## src/rtl/vector_recorder_if.sv

```systemverilog
// Control, sample and readback bundle for vector_recorder.
// master drives the stimulus side; slave is the recorder itself.
interface vector_recorder_if #(
    parameter int unsigned VEC_W  = 3,
    parameter int unsigned ADDR_W = 5
);
    logic              start;
    logic              trig;
    logic              stop;
    logic [ADDR_W:0]   limit;
    logic [VEC_W-1:0]  sample_in;
    logic [ADDR_W-1:0] rd_addr;
    logic [VEC_W-1:0]  rd_data;
    logic [ADDR_W:0]   count;
    logic              busy;
    logic              done;
    logic              full;

    modport master (
        output start, trig, stop, limit, sample_in, rd_addr,
        input  rd_data, count, busy, done, full
    );

    modport slave (
        input  start, trig, stop, limit, sample_in, rd_addr,
        output rd_data, count, busy, done, full
    );
endinterface

```

## src/rtl/vector_recorder.sv

```systemverilog
// Records one VEC_W-bit vector per capture strobe into an internal memory.
// The control FSM runs arm -> trigger -> capture -> done; readback is registered.
module vector_recorder #(
    parameter int unsigned VEC_W  = 3,
    parameter int unsigned DEPTH  = 32,
    parameter int unsigned ADDR_W = 5,
    parameter int unsigned PERIOD = 1
) (
    input logic              clk,
    input logic              reset,
    vector_recorder_if.slave bus
);
    localparam int unsigned       PACE_W    = (PERIOD > 1) ? $clog2(PERIOD) : 1;
    localparam logic [ADDR_W:0]   DEPTH_C   = (ADDR_W + 1)'(DEPTH);
    localparam logic [ADDR_W:0]   ONE_C     = (ADDR_W + 1)'(1);
    localparam logic [PACE_W-1:0] PACE_LAST = PACE_W'(PERIOD - 1);

    typedef enum logic [1:0] {StIdle, StArmed, StCapture, StDone} state_e;

    state_e            state_q, state_d;
    logic [ADDR_W:0]   count_q, count_d;
    logic [ADDR_W:0]   limit_q, limit_d;
    logic [PACE_W-1:0] pace_q, pace_d;
    logic [VEC_W-1:0]  rd_data_q;
    logic              wr_en;
    logic [ADDR_W-1:0] wr_addr;
    logic [VEC_W-1:0]  mem [DEPTH];

    always_comb begin
        state_d = state_q;
        count_d = count_q;
        limit_d = limit_q;
        pace_d  = pace_q;
        wr_en   = 1'b0;
        wr_addr = count_q[ADDR_W-1:0];
        case (state_q)
            StIdle, StDone: begin
                if (bus.start) begin
                    state_d = StArmed;
                    count_d = '0;
                    pace_d  = '0;
                    limit_d = (bus.limit == '0 || bus.limit > DEPTH_C) ? DEPTH_C : bus.limit;
                end
            end
            StArmed: begin
                if (bus.stop) begin
                    state_d = StDone;
                    count_d = '0;
                end else if (bus.trig) begin
                    wr_en   = 1'b1;
                    wr_addr = '0;
                    count_d = ONE_C;
                    pace_d  = '0;
                    // A limit of one is satisfied by the trigger write alone.
                    state_d = (limit_q == ONE_C) ? StDone : StCapture;
                end
            end
            StCapture: begin
                if (bus.stop) begin
                    state_d = StDone;
                end else if (pace_q == PACE_LAST) begin
                    pace_d  = '0;
                    wr_en   = 1'b1;
                    count_d = count_q + 1'b1;
                    if (count_d == limit_q) begin
                        state_d = StDone;
                    end
                end else begin
                    pace_d = pace_q + 1'b1;
                end
            end
            default: state_d = StIdle;
        endcase
    end

    always_ff @(posedge clk or negedge reset) begin
        if (!reset) begin
            state_q   <= StIdle;
            count_q   <= '0;
            limit_q   <= DEPTH_C;
            pace_q    <= '0;
            rd_data_q <= '0;
        end else begin
            state_q   <= state_d;
            count_q   <= count_d;
            limit_q   <= limit_d;
            pace_q    <= pace_d;
            rd_data_q <= mem[bus.rd_addr];
        end
    end

    // Vector memory is deliberately not reset so captures survive a reset.
    always_ff @(posedge clk) begin
        if (wr_en) begin
            mem[wr_addr] <= bus.sample_in;
        end
    end

    assign bus.rd_data = rd_data_q;
    assign bus.count   = count_q;
    assign bus.busy    = (state_q == StArmed) || (state_q == StCapture);
    assign bus.done    = (state_q == StDone);
    assign bus.full    = (count_q == DEPTH_C);
endmodule

```

## src/flat_wrapper.sv

```systemverilog
// flat-port wrapper written by rule: the top's interface ports become plain ports
module vector_recorder_flat 
#(
    parameter int unsigned VEC_W  = 3,
    parameter int unsigned DEPTH  = 32,
    parameter int unsigned ADDR_W = 5,
    parameter int unsigned PERIOD = 1
)
  (clk, reset, bus_start, bus_trig, bus_stop, bus_limit, bus_sample_in, bus_rd_addr, bus_rd_data, bus_count, bus_busy, bus_done, bus_full);
  vector_recorder_if #(.VEC_W(VEC_W), .ADDR_W(ADDR_W)) bus_i ();
  input logic clk;
  input logic reset;
  input wire logic [$bits(bus_i.start)-1:0] bus_start;
  input wire logic [$bits(bus_i.trig)-1:0] bus_trig;
  input wire logic [$bits(bus_i.stop)-1:0] bus_stop;
  input wire logic [$bits(bus_i.limit)-1:0] bus_limit;
  input wire logic [$bits(bus_i.sample_in)-1:0] bus_sample_in;
  input wire logic [$bits(bus_i.rd_addr)-1:0] bus_rd_addr;
  output wire logic [$bits(bus_i.rd_data)-1:0] bus_rd_data;
  output wire logic [$bits(bus_i.count)-1:0] bus_count;
  output wire logic [$bits(bus_i.busy)-1:0] bus_busy;
  output wire logic [$bits(bus_i.done)-1:0] bus_done;
  output wire logic [$bits(bus_i.full)-1:0] bus_full;
  assign bus_i.start = bus_start;
  assign bus_i.trig = bus_trig;
  assign bus_i.stop = bus_stop;
  assign bus_i.limit = bus_limit;
  assign bus_i.sample_in = bus_sample_in;
  assign bus_i.rd_addr = bus_rd_addr;
  assign bus_rd_data = bus_i.rd_data;
  assign bus_count = bus_i.count;
  assign bus_busy = bus_i.busy;
  assign bus_done = bus_i.done;
  assign bus_full = bus_i.full;
  vector_recorder #(.VEC_W(VEC_W), .DEPTH(DEPTH), .ADDR_W(ADDR_W), .PERIOD(PERIOD)) u_core (.clk(clk), .reset(reset), .bus(bus_i));
endmodule
```

## config.mk

```make
export PLATFORM = sky130hd
export DESIGN_NAME = vector_recorder_flat
export DESIGN_NICKNAME = d
export VERILOG_FILES = /design/src/rtl/vector_recorder_if.sv /design/src/rtl/vector_recorder.sv /design/src/flat_wrapper.sv
export SDC_FILE = /design/constraint.sdc
export NUM_CORES = 1
export LEC_CHECK = 0
export BUFFER_PORTS_ARGS = -buffer_cell sky130_fd_sc_hd__buf_4
export CELL_PAD_IN_SITES_DETAIL_PLACEMENT = 1
export CELL_PAD_IN_SITES_GLOBAL_PLACEMENT = 1
export CORE_MARGIN = 2
export CORE_UTILIZATION = 51
export DETAILED_ROUTE_END_ITERATION = 8
export PLACE_DENSITY = 0.83
export SETUP_SLACK_MARGIN = 0.1
export SLEW_MARGIN = 20
export SYNTH_ARGS = -nofsm -noshare
export SYNTH_HDL_FRONTEND = slang
export SYNTH_SLANG_ARGS = --single-unit
```

## constraint.sdc

```tcl
create_clock -name clk -period 2.9 [get_ports clk]
set_input_delay 0.58 -clock clk [delete_from_list [all_inputs] [get_ports clk]]
set_output_delay 0.58 -clock clk [all_outputs]
set_load 0.01 [all_outputs]
```

==> results.cfg, run 1 <==
[outcome]
status = complete, no violations

[timing]
fin_crit_ns = 2.55
fmax_mhz = 393
worstMarginPinSlew_ns = 0.855
period_share = 0.878
setup_viol = 0
timing.slew.headroom = 0.426
rsz0062_at_grt = false
worst_slack_ns = 0.352
finalClockSkew_ns = 0.00727
drv_slew = 0
finalHoldViolCount = 0
fin_tns_setup_ns = 0

[yosys]
netlist_area_sq_mm = 0.00488
synth_edf_count = 96
seq_area_frac_synth = 0.679
yosysUniqueCellTypes = 43
syn_avg_cell_area_sq_um = 16.4
synthFlopType = edfxtp_1
ys_seq_elements = 113
synth_cells = 297
ys_async_sr_fraction = 0.150
ys_warn_count = 0
synth.net_count = 321

[floorplan]
dieArea_sq_mm = 0.0104
rows = 35
die_y_um = 102
start_util = 0.528
ioPinCount = 31
die_w_um = 102
core_area_sq_mm = 0.00924

[cts]
cts.sinks = 113
tritoncts = built
path_clk_slew_ns = 0.06
holdBufCountCts = 1
h-tree-depth = 4
cts_buffer_depth = 2
cts_setup_buffers = 0
cts-root-buf = clkbuf_8
cts_resized = 0
cts_made_buffers = 17
insertion_delay_ns = 0.51

[global_routing]
grt_pass1_vias = 2999
grt_pass1_wl_um = 17600
grt_util_all_layers = 0.245
overflow = 0
antenna_found_initial = 0
grt_start_max_net_pins = 33

[finish]
nNetsFinal = 363
drive_gt1_frac = 0.281
fillers = 839
synthToLayoutAreaGrowth_pct = 18.8
diodes = 0

[job]
maxCapViolations = 0

[routing]
ant_nets = 0
first_pass_iters = 4
dr.max_layer_used = met4
met1_length_um = 4450
route.met2.wl_um = 5950
num_vias = 2844
via_per_inst = 5.91
wl_met3_um = 752
wl_per_cell_um = 23.8
drtIter0Drc = 265
drcViolationCount = 0
wl_um = 11400

[critical_path]
cp.required_ns = 3.07
crit_fanout = 8
crit_path_end_kind = register
worst_setup_path_start_kind = register
reg2regPathDepth = 5
critPathKind = register to register
arrival_ns = 2.72

[pwr]
p_leak_nw = 2.00
powerDensity_mw_per_mm2 = 794
ir_drop_mv = 0.560

[hold_path]
holdPathStages = 2
hold_class = primary input to register

[placed_design]
io_buffer_count = 30
dp_slack_ns = 0.368
dpl.hpwl_um = 7400
gp_congestion = 0.816
==> kinds of logic after synthesis <==
| family | Yosys count | share of synthesized area |
|---|---|---|
| DFF | 113 | 0.679 |
| and+or+nand+nor | 90 | 0.0880 |
| AOI/OAI and AO/OA | 27 | 0.0354 |
| buffers and inverters | 19 | 0.0195 |
| xor gates and xnor gates | 8 | 0.0144 |
| muxes | 35 | 0.151 |
| adders and majority gates | 5 | 0.0128 |
==> cells in the mapped netlist, types with 4 or more instances <==
master / number / area (sq um)
a21oi_1: 4 / 20.0
clkbuf_1: 7 / 26.3
dfrtp_1: 16 / 400
edfxtp_1: 96 / 2880
ha_1: 5 / 62.6
inv_1: 7 / 26.3
mux4_2: 28 / 631
nand2_1: 18 / 67.6
nand2b_1: 7 / 43.8
nand3_1: 4 / 20.0
nor2_1: 38 / 143
nor2b_1: 6 / 37.5
o21ai_0: 11 / 55.1
o31ai_1: 4 / 30.0
xnor2_1: 4 / 35.0
xor2_1: 4 / 35.0
==> stage by stage <==
stage / area, sq um / utilization / hold slack (ns) / power, mW / std cells
2_1_floorplan: 4880 / - / 0.284 / 2.41 / 297
3_3_place_gp: 5220 / 0.565 / 0.477 / 2.64 / 448
3_5_place_dp: 5220 / 0.565 / 0.483 / 2.67 / 448
4_1_cts: 5790 / 0.627 / 0.290 / 4.62 / 481
5_1_grt: 5790 / 0.627 / 0.300 / 4.78 / 481
6_report: 5790 / 0.627 / 0.301 / 4.60 / 481
==> final cells by class <==
cell class	instances	area [sq um]	area share
sequential	113	3310	0.571
clock buffer	19	422	0.0728
timing repair buffer	35	265	0.0458
tap	129	161	0.0279
clock inverter	13	138	0.0238
multi-input combinational	165	1470	0.254
inverter	7	26.3	0.00454
==> critical path, cell delays in order (launching register included) <==
cell	delay, ns
dfrtp_1	0.39
inv_1	0.08
ha_1	0.39
nor3b_1	0.42
nand3_1	0.47
nor2_1	0.46
==> layer usage <==
layer / global-route usage / vias to the layer above
met1: 0.302 / 1477
met3: 0.0711 / 22
met5: 0 / -
met4: 0.0967 / 0
met2: 0.410 / 115
li1: - / 1230
==> layout by cell type (no fill, tap or decap), types with 5 or more instances in the layout <==
cell	synthesis	layout
ha_1	5	5
o21ai_0	11	11
nor2_1	38	38
nand2b_1	7	7
clkbuf_16	0	16
mux4_2	28	28
dfrtp_1	16	16
edfxtp_1	96	96
inv_1	7	7
buf_4	0	34
nand2_1	18	18
nor2b_1	6	6
==> final timing paths <==
| kind | startpoint | endpoint | slack (ns) |
|---|---|---|---|
| max in group asynchronous | reset | u_core.limit_q[5]$_DFFE_PN1P_ | 2.12 |
| setup reg to reg | u_core.state_q[0]$_DFFE_PN0P_ | u_core.mem[3][1]$_DFFE_PP_ | 0.35 |
| min in group asynchronous | reset | u_core.bus.rd_data[0]$_DFF_PN0_ | 0.51 |
| hold / removal | bus_stop | u_core.bus.count[0]$_DFFE_PN0P_ | 0.30 |
| setup / recovery | u_core.state_q[0]$_DFFE_PN0P_ | u_core.mem[3][1]$_DFFE_PP_ | 0.35 |
| hold reg to reg | u_core.limit_q[5]$_DFFE_PN1P_ | u_core.limit_q[5]$_DFFE_PN1P_ | 0.51 |
==> state kept, by name, indices dropped and copies added (netlist names) <==
signal              flops
u_core.bus.count        6
u_core.bus.rd_data      3
u_core.limit_q          6
u_core.mem             96
u_core.state_q          2
==> where the power goes <==
part	leakage, nW	total (mW)	switching [mW]	internal, mW
Clock	0.260	1.96	0.742	1.22
Sequential	1.08	1.92	0.0651	1.85
Combinational	0.664	0.721	0.413	0.307
Note: power is estimated with default switching activity, not from simulation.
==> run 2: changes to the inputs <==
--- a/config.mk
+++ b/config.mk
@@ -6,12 +6,13 @@
 export NUM_CORES = 1
 export LEC_CHECK = 0
 export BUFFER_PORTS_ARGS = -buffer_cell sky130_fd_sc_hd__buf_4
+export CAP_MARGIN = 20
 export CELL_PAD_IN_SITES_DETAIL_PLACEMENT = 1
 export CELL_PAD_IN_SITES_GLOBAL_PLACEMENT = 1
 export CORE_MARGIN = 2
-export CORE_UTILIZATION = 51
+export CORE_UTILIZATION = 25
 export DETAILED_ROUTE_END_ITERATION = 8
-export PLACE_DENSITY = 0.83
+export PLACE_DENSITY = 0.49
 export SETUP_SLACK_MARGIN = 0.1
 export SLEW_MARGIN = 20
 export SYNTH_ARGS = -nofsm -noshare
==> results.cfg, run 2 (synthesis gave the netlist of run 1 again) <==
[routing]
drtIter0Drc = 132
ant_nets = 0
dr.max_layer_used = met4
wl_um = 11400
wl_per_cell_um = 18.4
drcViolationCount = 0
met1_length_um = 5420
via_per_inst = 4.33
wl_met3_um = 445
first_pass_iters = 4
route.met2.wl_um = 5440
num_vias = 2678

[floorplan]
ioPinCount = 31
core_area_sq_mm = 0.0193
dieArea_sq_mm = 0.0206
start_util = 0.253
die_w_um = 144
rows = 51
die_y_um = 144

[placed_design]
gp_congestion = 0.718
placed_cells = 586
io_buffer_count = 30
dpl.hpwl_um = 7770

[cts]
h-tree-depth = 4
path_clk_slew_ns = 0.06
holdBufCountCts = 0
tritoncts = built
cts_buffer_depth = 2
cts_resized = 0
cts-root-buf = clkbuf_16
cts_made_buffers = 17
cts_setup_buffers = 0
insertion_delay_ns = 0.41
cts.sinks = 113

[critical_path]
reg2reg_to = u_core.state_q[0]$_DFFE_PN0P_
r2r_slack_ns = 0.46
reg2regPathDepth = 7
crit_path_end_kind = register
regToRegStartpoint = u_core.state_q[0]$_DFFE_PN0P_
critPathKind = register to register
worst_setup_path_start_kind = register
cp.required_ns = 3.23
arrival_ns = 2.76
crit_fanout = 7

[timing]
worstMarginPinSlew_ns = 0.471
timing.slew.headroom = 0.686
finalClockSkew_ns = 0.00822
finalHoldViolCount = 0
period_share = 0.840
fmax_mhz = 410
rsz0062_at_grt = false
fin_tns_setup_ns = 0
fin_crit_ns = 2.44
drv_slew = 0
setup_viol = 0

[finish]
layout_commonest_cell = edfxtp_1
nNetsFinal = 364
largest-register = u_core.mem
mostFrequentLayoutCells = edfxtp_1 (96), nor2_1 (38), buf_4 (36)
synthToLayoutAreaGrowth_pct = 23.4
diodes = 0
largest_reg_flops = 96
drive_gt1_frac = 0.295
layout.cells.non_filler = 618

[global_routing]
grt_start_max_net_pins = 33
antenna_found_initial = 0
overflow = 0
grt_util_all_layers = 0.121
grt_pass1_wl_um = 17900
grt_pass1_vias = 2948

[outcome]
status = complete, no violations

[pwr]
p_leak_nw = 2.04
powerDensity_mw_per_mm2 = 796
ir_drop_mv = 0.424

[hold_path]
hold_class = primary input to async pin

[job]
maxCapViolations = 0
[run 2: per-stage QoR]
| step | power [mW] | hold slack (ns) | setup slack, ns | area, sq um | utilization |
|---|---|---|---|---|---|
| finish | 4.79 | 0.0537 | 0.463 | 6020 | 0.312 |
| global route | 5.03 | 0.0507 | 0.292 | 6020 | 0.312 |
| CTS | 4.85 | 0.0498 | 0.418 | 6020 | 0.312 |
| detailed placement | 2.69 | 0.483 | 0.361 | 5410 | 0.281 |
| global placement | 2.68 | 0.486 | 0.389 | 5410 | 0.281 |
| floorplan | 2.41 | 0.284 | 0.555 | 4880 | - |
[run 2: critical path, cell delays in order (launching register included)]
cell and delay, ns:
dfrtp_1 0.38, inv_1 0.07, ha_1 0.39, nor2b_1 0.18, a21o_1 0.18, or4_1 0.54
o31ai_2 0.38, mux2i_1 0.24
[run 2: layout make-up]
| cell class | instances | area (sq um) |
|---|---|---|
| fill | 2037 | 13300 |
| sequential | 113 | 3310 |
| multi-input combinational | 165 | 1470 |
| clock buffer | 17 | 425 |
| tap | 265 | 332 |
| timing repair buffer | 36 | 270 |
| clock inverter | 15 | 183 |
| inverter | 7 | 26.3 |
[run 2: worst max path at each step]
stage | from | end | slack (ns) | cells past startpoint
floorplan | u_core.bus.count[0]$_DFFE_PN0P_ | u_core.state_q[0]$_DFFE_PN0P_ | 0.55 | 7
global placement | bus_rd_addr[0] | u_core.bus.rd_data[0]$_DFF_PN0_ | 0.39 | 4
detailed placement | bus_rd_addr[0] | u_core.bus.rd_data[0]$_DFF_PN0_ | 0.36 | 4
CTS | u_core.state_q[0]$_DFFE_PN0P_ | u_core.state_q[0]$_DFFE_PN0P_ | 0.42 | 7
global route | u_core.state_q[0]$_DFFE_PN0P_ | u_core.state_q[0]$_DFFE_PN0P_ | 0.29 | 7
finish | u_core.state_q[0]$_DFFE_PN0P_ | u_core.state_q[0]$_DFFE_PN0P_ | 0.46 | 7
[run 2: metal layers]
metal,track usage,up-vias
met5,0,-
met4,0.0341,0
met3,0.0360,8
met2,0.194,51
met1,0.161,1383
li1,-,1236
[run 2: power breakdown]
group,switching [mW],total (mW),leakage [nW],internal [mW]
Sequential,0.0640,1.91,1.08,1.85
Clock,0.786,2.15,0.288,1.36
Combinational,0.422,0.730,0.668,0.308
